File: src/rtl/video_frame_scheduler_pkg.sv
`default_nettype none
// +--------------------------------------------------------------------------+
// | Module   : video_frame_scheduler_pkg                                      |
// | Purpose  : Shared constants and state encoding for the video frame       |
// |            scheduler and its valid delay line.                           |
// | Revision : 1.0 - initial release                                         |
// +--------------------------------------------------------------------------+
package video_frame_scheduler_pkg;

    // Packed pixel: {ch2, ch1, ch0}, each channel 16-bit signed.
    localparam int c_CH_W           = 16;
    localparam int c_PIX_W          = 3 * c_CH_W;
    localparam int c_DIM_W          = 10;
    localparam int c_QUANT_W        = 4;

    // Supported read latency range of the feature buffer.
    localparam int c_MIN_RD_LATENCY = 1;
    localparam int c_MAX_RD_LATENCY = 8;

    // In-flight reads never exceed the read latency, so this must hold
    // c_MAX_RD_LATENCY.
    localparam int c_INFLIGHT_W     = $clog2(c_MAX_RD_LATENCY + 1);

    typedef enum logic [2:0] {
        ST_IDLE   = 3'd0,
        ST_REQ    = 3'd1,
        ST_STREAM = 3'd2,
        ST_DRAIN  = 3'd3,
        ST_DONE   = 3'd4,
        ST_GAP    = 3'd5
    } state_e;

    // True when (col,row) addresses the final pixel of a col_size x row_size frame.
    function automatic logic is_last_pixel(
        input logic [c_DIM_W-1:0] col,
        input logic [c_DIM_W-1:0] row,
        input logic [c_DIM_W-1:0] col_size,
        input logic [c_DIM_W-1:0] row_size
    );
        return (col == col_size - c_DIM_W'(1)) && (row == row_size - c_DIM_W'(1));
    endfunction

endpackage
`default_nettype wire

File: src/rtl/video_frame_scheduler_valid_delay_line.sv
`default_nettype none
// +--------------------------------------------------------------------------+
// | Module   : valid_delay_line                                              |
// | Purpose  : DEPTH-deep shift register that delays the read strobe so it   |
// |            lines up with the feature-buffer read data.                   |
// | Ports    : clk    - clock                                                |
// |            rst    - synchronous active-high clear of every stage         |
// |            i_din  - bit entering the line                                |
// |            o_dout - i_din delayed by exactly DEPTH cycles                |
// | Revision : 1.0 - initial release                                         |
// +--------------------------------------------------------------------------+
module valid_delay_line #(
    parameter int DEPTH = 2
) (
    input  logic clk,
    input  logic rst,
    input  logic i_din,
    output logic o_dout
);

    logic [DEPTH-1:0] sr_q;
    logic [DEPTH-1:0] sr_d;

    generate
        if (DEPTH == 1) begin : g_single
            assign sr_d = i_din;
        end else begin : g_multi
            assign sr_d = {sr_q[DEPTH-2:0], i_din};
        end
    endgenerate

    always_ff @(posedge clk) begin
        if (rst) begin
            sr_q <= '0;
        end else begin
            sr_q <= sr_d;
        end
    end

    assign o_dout = sr_q[DEPTH-1];

endmodule
`default_nettype wire

File: src/rtl/video_frame_scheduler.sv
`default_nettype none
// +--------------------------------------------------------------------------+
// | Module   : video_frame_scheduler                                         |
// | Purpose  : Streams one frame of packed 3-channel pixels from the feature |
// |            buffer to the video output stage, throttled by the stage's    |
// |            almost-full backpressure.                                     |
// | Ports    : system_clk, rst         - clock, sync active-high reset       |
// |            start, abort            - frame command / early termination   |
// |            cfg_*                   - frame geometry and quantisation     |
// |            mem_rd_en/addr/data     - feature-buffer read port            |
// |            video_output_req        - frame-start pulse to output stage   |
// |            fea_out_quant_size,                                           |
// |            video_col_size          - latched cfg held for the frame      |
// |            video_valid/data/ready  - pixel stream and backpressure       |
// |            busy, frame_done        - status to the layer controller      |
// | Revision : 1.0 - initial release                                         |
// +--------------------------------------------------------------------------+
module video_frame_scheduler
    import video_frame_scheduler_pkg::*;
#(
    parameter int ADDR_W     = 16,
    parameter int RD_LATENCY = 2,    // legal range c_MIN_RD_LATENCY..c_MAX_RD_LATENCY
    parameter int FRAME_GAP  = 4
) (
    input  logic                  system_clk,
    input  logic                  rst,
    input  logic                  start,
    input  logic [ADDR_W-1:0]     cfg_base_addr,
    input  logic [c_DIM_W-1:0]    cfg_col_size,
    input  logic [c_DIM_W-1:0]    cfg_row_size,
    input  logic [c_QUANT_W-1:0]  cfg_quant_size,
    input  logic                  abort,
    output logic                  mem_rd_en,
    output logic [ADDR_W-1:0]     mem_rd_addr,
    input  logic [c_PIX_W-1:0]    mem_rd_data,
    output logic                  video_output_req,
    output logic [c_QUANT_W-1:0]  fea_out_quant_size,
    output logic [c_DIM_W-1:0]    video_col_size,
    output logic                  video_valid,
    output logic [c_PIX_W-1:0]    video_data,
    input  logic                  video_ready,
    output logic                  busy,
    output logic                  frame_done
);

    localparam int c_GAP_W = (FRAME_GAP > 1) ? $clog2(FRAME_GAP) : 1;

    // With no gap configured the frame returns straight to IDLE.
    localparam state_e c_POST_FRAME_ST = (FRAME_GAP == 0) ? ST_IDLE : ST_GAP;

    state_e                 state_q,    state_d;
    logic [ADDR_W-1:0]      addr_q,     addr_d;
    logic [c_DIM_W-1:0]     col_q,      col_d;
    logic [c_DIM_W-1:0]     row_q,      row_d;
    logic [c_DIM_W-1:0]     col_size_q, col_size_d;
    logic [c_DIM_W-1:0]     row_size_q, row_size_d;
    logic [c_QUANT_W-1:0]   quant_q,    quant_d;
    logic                   aborted_q,  aborted_d;
    logic [c_INFLIGHT_W-1:0] inflight_q, inflight_d;
    logic [c_GAP_W-1:0]     gap_q,      gap_d;

    logic rd_en;
    logic req;
    logic done;
    logic valid_dly;

    // ------------------------------------------------------------------
    // Next-state and output decode
    // ------------------------------------------------------------------
    always_comb begin
        state_d    = state_q;
        addr_d     = addr_q;
        col_d      = col_q;
        row_d      = row_q;
        col_size_d = col_size_q;
        row_size_d = row_size_q;
        quant_d    = quant_q;
        aborted_d  = aborted_q;
        gap_d      = '0;
        rd_en      = 1'b0;
        req        = 1'b0;
        done       = 1'b0;

        unique case (state_q)
            ST_IDLE: begin
                // abort has priority over a coincident start
                if (start && !abort) begin
                    col_size_d = cfg_col_size;
                    row_size_d = cfg_row_size;
                    quant_d    = cfg_quant_size;
                    addr_d     = cfg_base_addr;
                    col_d      = '0;
                    row_d      = '0;
                    aborted_d  = 1'b0;
                    state_d    = ST_REQ;
                end
            end

            ST_REQ: begin
                req = 1'b1;
                if (abort) begin
                    aborted_d = 1'b1;
                    state_d   = ST_DRAIN;
                end else begin
                    state_d   = ST_STREAM;
                end
            end

            ST_STREAM: begin
                if (abort) begin
                    aborted_d = 1'b1;
                    state_d   = ST_DRAIN;
                end else begin
                    // Read strobe is gated combinationally by ready so a
                    // low ready stops reads in the very same cycle.
                    rd_en = video_ready;
                    if (rd_en) begin
                        addr_d = addr_q + ADDR_W'(1);
                        if (col_q == col_size_q - c_DIM_W'(1)) begin
                            col_d = '0;
                            row_d = row_q + c_DIM_W'(1);
                        end else begin
                            col_d = col_q + c_DIM_W'(1);
                        end
                        if (is_last_pixel(col_q, row_q, col_size_q, row_size_q)) begin
                            state_d = ST_DRAIN;
                        end
                    end
                end
            end

            ST_DRAIN: begin
                // Outstanding reads still complete and are forwarded.
                if (inflight_q == '0) begin
                    state_d = aborted_q ? c_POST_FRAME_ST : ST_DONE;
                end
            end

            ST_DONE: begin
                done    = 1'b1;
                state_d = c_POST_FRAME_ST;
            end

            ST_GAP: begin
                if (gap_q == c_GAP_W'(FRAME_GAP - 1)) begin
                    state_d = ST_IDLE;
                end else begin
                    gap_d = gap_q + c_GAP_W'(1);
                end
            end

            default: begin
                state_d = ST_IDLE;
            end
        endcase
    end

    // Outstanding reads: +1 per issued read, -1 per returned word.
    always_comb begin
        inflight_d = inflight_q + c_INFLIGHT_W'(rd_en) - c_INFLIGHT_W'(valid_dly);
    end

    // ------------------------------------------------------------------
    // State registers
    // ------------------------------------------------------------------
    always_ff @(posedge system_clk) begin
        if (rst) begin
            state_q    <= ST_IDLE;
            addr_q     <= '0;
            col_q      <= '0;
            row_q      <= '0;
            col_size_q <= '0;
            row_size_q <= '0;
            quant_q    <= '0;
            aborted_q  <= 1'b0;
            inflight_q <= '0;
            gap_q      <= '0;
        end else begin
            state_q    <= state_d;
            addr_q     <= addr_d;
            col_q      <= col_d;
            row_q      <= row_d;
            col_size_q <= col_size_d;
            row_size_q <= row_size_d;
            quant_q    <= quant_d;
            aborted_q  <= aborted_d;
            inflight_q <= inflight_d;
            gap_q      <= gap_d;
        end
    end

    // Read strobe delayed to align with returned data; reset flushes it so
    // reads in flight at reset are never forwarded.
    valid_delay_line #(
        .DEPTH (RD_LATENCY)
    ) u_valid_delay_line (
        .clk    (system_clk),
        .rst    (rst),
        .i_din  (rd_en),
        .o_dout (valid_dly)
    );

    // ------------------------------------------------------------------
    // Outputs
    // ------------------------------------------------------------------
    assign mem_rd_en          = rd_en;
    assign mem_rd_addr        = addr_q;
    assign video_output_req   = req;
    assign frame_done         = done;
    assign busy               = (state_q != ST_IDLE);
    assign fea_out_quant_size = quant_q;
    assign video_col_size     = col_size_q;
    assign video_valid        = valid_dly;
    assign video_data         = valid_dly ? mem_rd_data : '0;

endmodule
`default_nettype wire

File: config.mk
export PLATFORM = sky130hd
export DESIGN_NAME = video_frame_scheduler
export DESIGN_NICKNAME = d
export VERILOG_FILES = /design/src/rtl/video_frame_scheduler_pkg.sv /design/src/rtl/video_frame_scheduler_valid_delay_line.sv /design/src/rtl/video_frame_scheduler.sv
export SDC_FILE = /design/constraint.sdc
export NUM_CORES = 1
export LEC_CHECK = 0
export CORE_MARGIN = 2
export CORE_UTILIZATION = 48
export DETAILED_ROUTE_END_ITERATION = 10
export PLACE_DENSITY_LB_ADDON = 0.12
export REMOVE_ABC_BUFFERS = 1
export SLEW_MARGIN = 20
export SYNTH_ARGS = -nofsm -noshare
export SYNTH_HDL_FRONTEND = slang
export SYNTH_SLANG_ARGS = --single-unit
export TNS_END_PERCENT = 10
File: constraint.sdc
create_clock -name system_clk -period 4.5 [get_ports system_clk]
set_clock_uncertainty 0.05 [all_clocks]
set_input_delay 0.9 -clock system_clk [delete_from_list [all_inputs] [get_ports system_clk]]
set_output_delay 0.9 -clock system_clk [all_outputs]
set_load 0.01 [all_outputs]
* Word level (Yosys, flattened, before mapping)
Index checks and enable logic that the tools add are counted.
Cells by class: $add $sub $neg 8, equal/unequal tests 17, mux-type cells 30, bitwise logic cells 1, reduce and logical (&&, ||, !) cells 15
Operator list (number):
- $mux 10 | 7
- $mux 16 | 3
- $mux 48 | 1
- $pmux 10 s2 | 2
- $pmux 16 s2 | 1
- $add 10x1->10 const B | 2
- $eq 10x10->1 | 2
- $sub 10x1->10 const B | 2
- $mux 3 | 6
- $pmux 3 s6 | 1
- $add 16x1->16 const B | 1
- $ne 2x2->1 const B | 6
- $reduce_and 5->1 | 2
- $mux 1 | 8
- $eq 3x2->1 const B | 2
- $eq 3x3->1 const B | 2
- $ne 3x3->1 const B | 2
- $add 4x1->4 | 1
- $logic_not 4->1 | 1
- $reduce_and 4->1 | 1
- $reduce_bool 2->1 | 2
- $sub 4x1->4 | 1
- $eq 3x1->1 const B | 1
- $logic_not 3->1 | 1
- other kinds (12) | 13
Storage, ports and cells: register bits 72, input port bits 93, output and inout port bits 83, logic and storage cells 82

* Logic depth before layout (Yosys ltp)
word-level depth 7, gate-level depth with buffers 11, depth with buffers taken out 10

* Cells and area by module
From an unflattened synthesis, not the netlist that was laid out.
Second synthesis, totals: cell total of the unflattened synthesis 590, area, all modules 4525.6 um^2
Modules (own cells, without submodules):
- video_frame_scheduler | instances 1, cells each 586, area each 4473.0 um^2, sequential area each 1401.3 um^2
- valid_delay_line | instances 1, cells each 4, area each 52.6 um^2, sequential area each 40.0 um^2

* Worst setup path after synthesis
OpenSTA, ideal clock, no wires.
path kind input port to flip-flop, start point input abort, end point register inflight_q[2], library setup time 128 ps, data arrival time 2225 ps, data required time 4322 ps, slack 2097 ps, stages on the path 8, buffers on the path 0, path through nor2_1 nand2_1 inv_1 ha_1 inv_1 fa_1 xor2_1 nor2_1
On the way: cells in the longest elaborated chain, start to end 4
RTL lines:
- start: declaration | RTL line video_frame_scheduler.sv:32 | input logic abort,
- $mux 1 | RTL line video_frame_scheduler.sv:110 | if (abort) begin
- $mux 1 | RTL line video_frame_scheduler.sv:84 | unique case (state_q)
- named net mem_rd_en | RTL line video_frame_scheduler.sv:33 | output logic mem_rd_en,
- $add 4x1->4 | RTL line video_frame_scheduler.sv:160 | inflight_d = inflight_q + c_INFLIGHT_W'(rd_en) - c_INFLIGHT_W'(valid_dly);
- $sub 4x1->4 | RTL line video_frame_scheduler.sv:160
- end signal: assignment | RTL line video_frame_scheduler.sv:187 | inflight_q <= inflight_d;
- end: declaration | RTL line video_frame_scheduler.sv:59 | logic [c_INFLIGHT_W-1:0] inflight_q, inflight_d;
The timed path passes the listed nets, and every way through them passes these cells. A chain may end at the register's enable or synchronous reset.

* Final worst setup path
start point input abort, end point output mem_rd_en
On the way: cells in the longest elaborated chain, start to end 2
RTL lines (RTL line):
- $mux 1 | video_frame_scheduler.sv:110
- $mux 1 | video_frame_scheduler.sv:84
- end: declaration | video_frame_scheduler.sv:33
No other way between the ends.

==> results.md <==
- Outcome: finished clean
- Final Max Slew Viols: 0
- GR Util All Layers: around 25%
- Share of cells above drive strength 1: 4.65%
- EDFF count, synth: 0
- Crit. End Element: output pin
- Worst Min Path Start: gap_q[0]$_SDFF_PP0_
- Synth-to-Final Area Change: 44.5%
- Power Density: 326 mW/mm²
- Dpl cell area: ~0.0062 mm²
- First-pass GRT wire length: 20300 µm
- Row count: 35
- Hold Buf Count CTS: 0
- Library cells used by synthesis: 58
- Cell Int Power: 0.00134 W
- Worst reg2reg path startpoint: state_q[1]$_SDFFE_PP0P_
- Placer Congestion: 0.830
- CP Data Required Time: 3.55 ns
- DR pass1 iterations: 5
- Wire per inst: 14.8 µm
- Port Buffers: 175
- Avg Cell Area, Syn: 7.44 µm²
- Final setup fails: 0
- Async SR Flop Fraction: 0%
- Register area: 0.00144 mm²
- CTS resizes: 0
- Sw frac: between 30 and 40%
- Critical Path Source Type: input port
- Main combinational cell family by area after synthesis: simple AND/OR/NAND/NOR gates
- CTS tree: yes
- Multiplexer area fraction after synthesis: between 1.5 and 2%
- Seq/Total Area, Yosys: 32.6%
- Clock Pin Slew Worst Setup and Hold Paths: 0.08 ns
- Crit share post-route: 81.0%
- Simple-gate share of the synthesized area: 34.6%
- Post-synthesis compound-gate area fraction: a little under a fifth
- HPWL Detailed: 9520 µm
- Postcts setup bufs: 0
- Clock root buffer: clkbuf_8
- Number of max-cap violations: 0
- Adder-cell share of the synthesized area: roughly 3.6%
- Vias/cell: 5.46
- Reg2reg end: inflight_q[2]$_SDFF_PP0_
- Hold path cells: 1
- Max Fclk: between 0.2 and 0.3 GHz
- Setup_tns: 0 ns
- Residual DRC count: 0
- Hold Path Class: flop to flop
- Critical Path AT: 2.70 ns
- Fillers: 738
- Die area: 0.00999 mm²
- Num CTS Buffers: 9
- Antenna Cells: 0
- Die height: about 100 µm
- Detailed-route via count: 4718
- IO Count: approximately 180
- Final hold violations: 0
- Initial DRC count: 202
- Die width: around 100 µm
- NumNets Final: 854
- H-tree lvl count: 3
- Max-Slew Margin vs Limit: 47.5%
- Initial Util: 48.7%
- Pin count of the biggest net entering global routing: 51
- Post-synth top flop: dfxtp_1
- Most frequent cells in the layout: clkdlybuf4s50_1, nand2_1, dfxtp_1
- Multi-input gate area: roughly 0.0028 mm²
- Post-synthesis xor/xnor area fraction: 4.96%
- Sequential share of power: 39.0%
- Crit Path Max Fanout: 7
- DRT antenna net count: 0
- Cells after Synth: 594
- Core ar.: 0.00906 mm²
- Initial antenna violation count: 0
- Worst-skew pair later-pin latency: about 0.35 ns
- Vias in the first global route: roughly 4200
- GRT overflow: 0
- Synth warnings: 0
- Net Switching: 0.000742 W
- RSZ-0062 raised after global routing: no
- Total length of routed wires: around 13000 µm
- Final Cell Area: approximately 0.0064 mm²
- WHS Endpoint: gap_q[0]$_SDFF_PP0_
- Yosys reg bits: 72
- Syn Std Cell Area: 0.00442 mm²
- Worst-Margin Slew: 0.788 ns
- Reg2Reg Depth: 9
- Static leakage: 2.31 nW
- Commonest non-fill, non-tap cell in the layout: clkdlybuf4s50_1
- Reg2reg setup slack: ~1.7 ns
- Total design power: 0.00208 W
- Maximum clock path buffer count: 2
- VDD IR-drop max: 0.272 mV
- Kind of critical path: input port to output pin
- Clk pwr share: 24.3%
- Clock sink count: 72
- Combinational share of power: 36.7%
- Final worst path period need: 3.65 ns
## stage by stage
step | util, % | std cells | hold slack [ns] | worst slack (ns)
6_report | 70.4 | 864 | 0.379 | 0.855
2_1_floorplan | - | 560 | 0.346 | 1.21
3_3_place_gp | 68.4 | 849 | 0.357 | 0.909
3_5_place_dp | 68.4 | 849 | 0.364 | 0.863
5_1_grt | 70.4 | 864 | 0.410 | 0.606
4_1_cts | 70.4 | 864 | 0.379 | 0.834
## kinds of logic (layout without fill, tap and decap cells)
family / after synthesis / in the layout
AND/OR/NAND/NOR: 293 / 293
AO/OA/AOI/OAI: 134 / 134
flip-flops: 72 / 72
buffers and inverters: 51 / 210
XOR/XNOR: 25 / 25
adder cells (fa/ha/maj): 12 / 12
multiplexers: 7 / 7
## sequential cells by signal (all words and copies together) (netlist names), 2 cells and up
name / cells
fea_out_quant_size: 4
row_q: 10
video_col_size: 10
state_q: 3
row_size_q: 10
inflight_q: 4
gap_q: 2
u_valid_delay_line.sr_q: 2
col_q: 10
mem_rd_addr: 16
## worst max-delay path by stage
stage / start / to / slack, ns / depth (start not counted)
6_report: abort / mem_rd_en / 0.85 / 5
3_3_place_gp: abort / mem_rd_en / 0.91 / 5
4_1_cts: state_q[1]$_SDFFE_PP0P_ / mem_rd_en / 0.83 / 5
2_1_floorplan: video_ready / col_q[2]$_SDFFE_PP0P_ / 1.21 / 5
5_1_grt: state_q[0]$_SDFFE_PP0P_ / mem_rd_en / 0.61 / 6
3_5_place_dp: abort / mem_rd_en / 0.86 / 5
## worst max-delay path, stage by stage
cell	delay (ns)
clkdlybuf4s50_1	0.52
nor2_1	0.18
nand2_1	0.23
inv_1	0.28
clkdlybuf4s50_1	0.59
## cells in the mapped netlist, types with 2 or more instances
| library cell | n | area share, % |
|---|---|---|
| a211oi_1 | 8 | 1.4 |
| a211oi_2 | 3 | 0.85 |
| a21o_1 | 4 | 0.68 |
| a21oi_1 | 67 | 7.6 |
| a221oi_1 | 2 | 0.40 |
| a311oi_1 | 2 | 0.40 |
| a31oi_1 | 2 | 0.28 |
| and2_1 | 53 | 7.5 |
| and3_1 | 10 | 1.4 |
| buf_1 | 3 | 0.25 |
| clkbuf_1 | 29 | 2.5 |
| dfxtp_1 | 72 | 33 |
| ha_1 | 11 | 3.1 |
| inv_1 | 17 | 1.4 |
| mux2i_1 | 7 | 1.6 |
| nand2_1 | 94 | 8.0 |
| nand2b_1 | 8 | 1.1 |
| nand3_1 | 21 | 2.4 |
| nand3b_1 | 5 | 0.85 |
| nand4_1 | 8 | 1.1 |
| nand4_2 | 2 | 0.57 |
| nand4b_1 | 2 | 0.40 |
| nor2_1 | 41 | 3.5 |
| nor2b_1 | 8 | 1.1 |
| nor3_1 | 9 | 1.0 |
| nor3b_1 | 6 | 1.0 |
| nor4_1 | 4 | 0.57 |
| nor4_2 | 3 | 0.85 |
| o211ai_1 | 3 | 0.51 |
| o21ai_0 | 22 | 2.5 |
| o21ai_1 | 5 | 0.57 |
| o22ai_1 | 3 | 0.42 |
| o311ai_1 | 2 | 0.40 |
| or2_2 | 3 | 0.42 |
| or3_1 | 8 | 1.1 |
| or4_1 | 2 | 0.34 |
| xnor2_1 | 13 | 2.6 |
| xor2_1 | 12 | 2.4 |
## power groups by stage
stage | Clock [W] | Sequential [W] | Combinational [W]
2_1_floorplan | 0 | 0.000820 | 0.000430
3_3_place_gp | 0 | 0.000816 | 0.000739
3_5_place_dp | 0 | 0.000823 | 0.000758
4_1_cts | 0.000513 | 0.000808 | 0.000764
5_1_grt | 0.000539 | 0.000825 | 0.000844
6_report | 0.000504 | 0.000811 | 0.000764
## per-layer routing
layer | share of wire [%] | vias to the layer above | GRT usage [%]
met1 | 45 | 2179 | 33.7
li1 | - | 2372 | -
met4 | 1.2 | 0 | 7.38
met2 | 48 | 154 | 41.0
met3 | 6.1 | 13 | 4.81
met5 | 0 | - | 0
## cell type report
type | instances | area share (%)
clock inverter | 5 | 0.921
timing repair buffer | 178 | 27.7
tap | 111 | 2.18
multi-input combinational | 471 | 43.6
clock buffer | 10 | 2.00
inverter | 17 | 1.00
sequential | 72 | 22.6
Note: power is estimated with default switching activity, not from simulation.
